$ cat src/rtl/rdclk_word_sched.sv
// Read-side scheduler: arbitrates two byte FIFOs onto one packer and presents
// NB-byte words (or flushed partial words) to the APB read logic via valid/ack.
module rdclk_word_sched #(
   parameter int DW       = 8,
   parameter int NB       = 4,
   parameter int FLUSH_TO = 16
) (
   input  logic                    RdClk,
   input  logic                    PRESETn,
   input  logic                    Empty0,
   input  logic [DW-1:0]           RdData0,
   output logic                    RdEn0,
   input  logic                    Empty1,
   input  logic [DW-1:0]           RdData1,
   output logic                    RdEn1,
   output logic [NB*DW-1:0]        WordData,
   output logic                    WordValid,
   output logic                    WordCh,
   output logic [$clog2(NB+1)-1:0] WordBytes,
   input  logic                    WordAck
);

   localparam int CW = $clog2(NB + 1);
   localparam int IW = (FLUSH_TO > 1) ? $clog2(FLUSH_TO) : 1;
   localparam logic [CW-1:0] NB_C    = CW'(NB);
   localparam logic [IW-1:0] TO_LAST = IW'(FLUSH_TO - 1);

   typedef enum logic [1:0] {S_IDLE, S_FILL, S_HOLD} state_t;

   state_t            state, state_nxt;
   logic              grant, last_grant, arb_grant;
   logic              rd_en, rd_pend, word_full, flush;
   logic [CW-1:0]     issued, received;
   logic [IW-1:0]     idle_cnt;
   logic [NB*DW-1:0]  shreg;
   logic [DW-1:0]     cap_byte;

   // Tie goes to the channel not served last time.
   assign arb_grant = (~Empty0 & ~Empty1) ? ~last_grant : Empty0;
   assign cap_byte  = grant ? RdData1 : RdData0;

   always_comb begin
      rd_en = 1'b0;
      if (state == S_FILL && issued < NB_C)
         rd_en = grant ? ~Empty1 : ~Empty0;
   end

   assign RdEn0 = rd_en & ~grant;
   assign RdEn1 = rd_en & grant;

   // rd_pend marks the byte returning this cycle; the last capture closes the word.
   assign word_full = rd_pend && (received == NB_C - CW'(1));
   // Flush also waits out any strobe in this cycle so no issued byte is dropped.
   assign flush = (state == S_FILL) && (received != '0) && (issued == received) &&
                  !rd_en && (idle_cnt == TO_LAST);

   always_comb begin
      state_nxt = state;
      case (state)
         S_IDLE:  if (~Empty0 | ~Empty1) state_nxt = S_FILL;
         S_FILL:  if (word_full || flush) state_nxt = S_HOLD;
         S_HOLD:  if (WordAck) state_nxt = S_IDLE;
         default: state_nxt = S_IDLE;
      endcase
   end

   always_ff @(posedge RdClk or negedge PRESETn) begin
      if (!PRESETn) begin
         state      <= S_IDLE;
         grant      <= 1'b0;
         last_grant <= 1'b1;
         issued     <= '0;
         received   <= '0;
         idle_cnt   <= '0;
         shreg      <= '0;
         rd_pend    <= 1'b0;
      end else begin
         state   <= state_nxt;
         rd_pend <= rd_en;
         case (state)
            S_IDLE: begin
               shreg    <= '0;
               issued   <= '0;
               received <= '0;
               idle_cnt <= '0;
               if (~Empty0 | ~Empty1) begin
                  grant      <= arb_grant;
                  last_grant <= arb_grant;
               end
            end
            S_FILL: begin
               if (rd_en)
                  issued <= issued + CW'(1);
               if (rd_pend) begin
                  for (int unsigned i = 0; i < NB; i++)
                     if (received == CW'(i))
                        shreg[i*DW +: DW] <= cap_byte;
                  received <= received + CW'(1);
                  idle_cnt <= '0;
               end else if (idle_cnt != TO_LAST) begin
                  idle_cnt <= idle_cnt + IW'(1);
               end
            end
            default: ;
         endcase
      end
   end

   assign WordData  = shreg;
   assign WordValid = (state == S_HOLD);
   assign WordCh    = grant;
   assign WordBytes = received;

endmodule

$ cat config.mk
export PLATFORM = sky130hd
export DESIGN_NAME = rdclk_word_sched
export DESIGN_NICKNAME = d
export VERILOG_FILES = /design/src/rtl/rdclk_word_sched.sv
export SDC_FILE = /design/constraint.sdc
export NUM_CORES = 1
export LEC_CHECK = 0
export CAP_MARGIN = 20
export CORE_ASPECT_RATIO = 0.75
export CORE_MARGIN = 3
export CORE_UTILIZATION = 40
export CTS_CLUSTER_SIZE = 14
export DETAILED_ROUTE_END_ITERATION = 7
export PLACE_DENSITY = 0.79
export SYNTH_ARGS = -nofsm -noshare
export SYNTH_HDL_FRONTEND = slang
export SYNTH_SLANG_ARGS = --single-unit
$ cat constraint.sdc
create_clock -name RdClk -period 1.7 [get_ports RdClk]
set_input_delay 0.51 -clock RdClk [delete_from_list [all_inputs] [get_ports RdClk]]
set_output_delay 0.51 -clock RdClk [all_outputs]
set_load 0.01 [all_outputs]
---- After elaboration in Yosys (flattened, before gate mapping) ----
Cells that the tools add are included.
storage, ports and cells
  register bits ........................... 47
  latch bits .............................. 0
  bits in writable memories ............... 0
  memory bits (read-only) ................. 0
  memories kept ........................... 0
cells by class
  $add $sub $neg .......................... 3
  multiply operators ...................... 0
  divide/modulo/power cells ............... 0
  $lt $le $gt $ge ......................... 1
  equal/unequal tests ..................... 18
  shift operators ......................... 0
  mux-type cells .......................... 21
  bitwise gates (word level) .............. 8
  reduce and logical (&&, ||, !) cells .... 21
operators with widths
  operator                                             number
  one-hot mux 32 bit (2 select lines)                  1
  two-way mux 8 bit                                    5
  two-way mux 32 bit                                   1
  AND reduction 3 bit                                  5
  one-hot mux 3 bit (2 select lines)                   2
  != test 2 x 1 -> 1 bit, second input constant        5
  two-way mux 4 bit                                    2
  != test 2 bit, second input constant                 4
  one-hot mux 4 bit (2 select lines)                   1
  AND reduction 2 bit                                  4
  adder 3 x 1 -> 3 bit, second input constant          2
  equality test 3 x 2 -> 1 bit, second input constant  2
  logical AND 1 bit                                    6
  two-way mux 2 bit                                    3
  two-way mux 3 bit                                    2
  one-hot mux 2 bit (3 select lines)                   1
  adder 4 x 1 -> 4 bit, second input constant          1
  equality test 4 bit, second input constant           1
  != test 4 bit, second input constant                 1
  inverter 1 bit                                       4
  AND 1 bit                                            3
  equality test 3 x 1 -> 1 bit, second input constant  1
  equality test 3 bit                                  1
  zero test 3 bit                                      1
  11 further kinds                                     13

---- Longest topological paths before layout ----
  depth in word-level cells ............... 9
  gate-level depth with buffers ........... 5

---- Least setup slack after synthesis ----
No wires, ideal clock.
  path kind ............................... reg-to-output
  start point ............................. reg state[1]
  end point ............................... out RdEn0
  arrival ................................. 1.132 ns
  required time ........................... 1.190 ns
  setup slack ............................. 0.058 ns
  cell stages (with the launch flop) ...... 5
  cell sequence ........................... dfrtp_1 > buf_6 > nand2b_4 > buf_6 > nor4_1
between the ends
  word-level cells in the longest chain between the ends .. 4
RTL lines
  what                          RTL line  source
  from (decl)                   30        state_t state, state_nxt;
  from (signal assigned)        78        state <= state_nxt;
  equality test 2 x 1 -> 1 bit  44        if (state == S_FILL && issued < NB_C)
  logical AND 1 bit             44
  two-way mux 1 bit             44
  AND 1 bit                     48        assign RdEn0 = rd_en & ~grant;
  to (decl)                     12        output logic RdEn0,
No other way between the ends.

---- Final worst setup path ----
Ends and elaborated chain as after synthesis.

==> summary.md <==
| Metric | Value |
|---|---|
| Top cells by count, synth | 46 x dfrtp_1, 31 x mux2_2, 12 x nor2_1, 11 x inv_1, 11 x mux2i_1 |
| Initial antenna violation count | 0 |
| Core area | ~5500 µm² |
| RSZ-0062 raised after global routing | true |
| Fin. max-slew vios | 0 |
| Synth area leader | dfrtp_1 |
| Worst setup SP type | flip-flop |
| Crit Reg-Reg Startpoint | WordBytes[0] |
| Unique masters post-synth | 42 |
| Crit path arrival time | around 1.3 ns |
| Placement Setup Slack | -0.692 ns |
| CP cell instances | nand2b_4 -> nor4_4 -> buf_2 |
| Slew at the pin with the worst max-slew slack | ~0.55 ns |
| Max FO, Critical Path | 4 |
| CP Class | flip-flop to primary output |
| DRC Markers | 0 |
| Ys async rst share | 1.00 |
| R2R setup slack | 0.06 ns |
| Vias per cell | between 5 and 6 |
| CP Capture Type | primary output |
| Initial Util | 0.427 |
| Syn Inst Count | 183 |
| CTS HTree Levels | 2 |
| Post-route minimum period | about 1.8 ns |
| Pre-Repair DR Iteration Count | 4 |
| Crit share post-route | 1.08 |
| Status | finished, violations left |
| Pwr Density | about 1900 nW/µm² |
| Vias in the first global route | 1,770 |
| CTS tree | built |
| Max VDD drop | slightly below 0.9 mV |
| Skew-Pair Late Insertion Delay | approximately 0.3 ns |
| Die W | roughly 94 µm |
| Global route total overflow | 0 |
| Max stage delay on crit path | 0.45 ns |
| Final WS setup | -0.134 ns |
| Ports | 60 |
| Util after Layout | 0.608 |
| 1st-iter DRT viols | approximately 130 |
| Synth warn | 0 |
| Post-detail-place hpwl | between 3000 and 4000 µm |
| Via count | ~1,800 |
| Sequential Power Share | 0.328 |
| Syn_area_per_cell | 12.8 µm² |
| Synth-to-Final Area Change | 42.4% |
| Maxcap violations | 0 |
| GPL Wtd Cong | about 0.82 |
| Full die area | 6840 µm² |
| Average routed wire per standard cell | about 16 µm |
| Global-route wire length before repair | approximately 8900 µm |
| GRT Total Usage | 0.169 |
| Root buffer cell | clkbuf_8 |
| Cell Int Power | between 4000 and 5000 µW |
| Hold-fix buffers at CTS | 0 |
| Largest net degree at the start of global routing | 21 |
| Clock share of power | 0.130 |
| Port Buf Inserts | slightly below 60 |
| Layout cell share with drive strength beyond 1 | 0.354 |
| Maximum clock frequency | roughly 550 MHz |
| Top cell type's share of synthesized area | 0.490 |
| Switch Pwr | roughly 2300 µW |
| Sw frac | 0.368 |
| Worst hold margin | 0.161 ns |
| Critical Path RT | ~1.2 ns |
| Met3 Use GR | 0.0456 |
| Worst hold-check path type | input pin to asynchronous set/reset pin |
| Met2 Use GR | 0.259 |
| R2R Path End | WordData[27] |
| Fin nets | between 200 and 300 |
| Failing checks | setup timing |
| Number of diodes | 0 |
| Fin. Hold Viols | 0 |
| Syn_nets | about 210 |
| Reg2reg path depth | 7 |
| Clock skew | 0.00679 ns |
| Clock sinks | 47 |
| Routed Antenna Nets | 0 |
| Reg clk slew, reported paths | ~0.090 ns |
| Main synth FF type | dfrtp_1 |
| Synth area leaders | dfrtp_1 49%, mux2_2 15%, mux2i_1 4.7% |
| Mapped Area | 2350 µm² |
| Total power | around 6400 µW |
| Met1 Use GR | 0.234 |
| Setup TNS Final | -0.269 ns |
| Site Rows | 23 |
| Clk buf depth | 2 |
| Slew Limit Headroom | 0.632 |
| Final setup viols | 3 |
| Routed WL | approximately 5500 µm |
| #FFs+latches synth | between 40 and 50 |
| Count leader, synth | dfrtp_1 |
| GRT Max-Usage Layer | met2 |
| Sequential area share after synthesis | 0.501 |
| Pleak | ~0.0016 µW |
| Post-synth EDFFs | 0 |
| TritonCTS Buffers | 5 |
| Die height | 72.4 µm |
| Comb power frac | 0.542 |
| Crit path max-delay cell type | dfrtp_2 |
==> through the flow <==
step                      cells  cell area (µm²)
final                       346             3340
after global routing        346             3340
after CTS                   343             3270
after detailed placement    331             3160
after global placement      331             3160
after floorplan             183             2350
==> placed cells by master, fill, tap and decap left out, drive strengths merged, types with 7 or more instances in the layout <==
| cell type | synthesis | layout |
|---|---|---|
| clkdlybuf4s50 | 0 | 18 |
| ha | 7 | 7 |
| buf | 7 | 32 |
| inv | 11 | 12 |
| dlygate4sd2 | 0 | 37 |
| mux2 | 32 | 32 |
| nor2 | 12 | 12 |
| dfrtp | 46 | 46 |
| mux2i | 11 | 11 |
| a21oi | 9 | 9 |
==> timing repair <==
item | CTS | global route
pin swaps | 5 | 4
endpoints found under the hold margin | 0 | 0
gates resized for setup | 57 | 11
setup buffers | 4 | 3
endpoints found under the setup margin | 43 | 27
==> per-layer routing <==
metal | vias to the layer above | part of all wire
met5 | - | 0
met4 | 0 | 0.014
met3 | 6 | 0.052
met2 | 46 | 0.47
met1 | 865 | 0.46
li1 | 834 | -
==> power by group through the flow <==
stage / clock [µW] / combinational [µW] / sequential (µW)
6_report: 831 / 3460 / 2090
5_1_grt: 896 / 3770 / 2160
4_1_cts: 845 / 3360 / 2080
3_5_place_dp: 0 / 3550 / 2100
3_3_place_gp: 0 / 3470 / 2090
2_1_floorplan: 0 / 1790 / 2220
==> worst max path at each step <==
stage / startpoint / end / slack [ns] / cells past startpoint
final: state[1] / RdEn0 / -0.13 / 3
after global routing: state[1] / RdEn0 / -0.21 / 3
after CTS: state[1] / RdEn0 / -0.15 / 3
after detailed placement: Empty0 / RdEn0 / -0.69 / 3
after global placement: Empty0 / RdEn0 / -0.58 / 3
after floorplan: state[1] / RdEn0 / 0.06 / 4
==> cells by family (layout without fill, tap and decap cells) <==
group,count (synthesis),in the layout,synth area share
mux,43,43,0.200
simple gates,35,35,0.102
compound gates,31,31,0.107
flops,47,47,0.501
fa+ha+maj,7,7,0.0373
buf+inv,18,106,0.0442
xor+xnor,2,2,0.00746
==> sequential cells by signal, summed over array words and instances (netlist names) <==
name        flops
state           2
issued          3
last_grant      1
WordData       32
idle_cnt        4
WordBytes       3
rd_pend         1
WordCh          1
==> area by class of cell <==
class	instances	area, µm²
Multi-Input combinational cell	118	1120
Clock inverter	3	46.3
Tap cell	75	93.8
Timing Repair Buffer	87	792
Fill cell	431	2150
Inverter	11	41.3
Sequential cell	47	1180
Clock buffer	5	68.8
==> worst max-delay path, delay by kind of cell, from the launching register on <==
family	cells	cell delay [ns]
flip-flops	1	0.45
AND/OR/NAND/NOR	2	0.40
buffers and inverters	1	0.17
(Power assumes the default switching activity.)
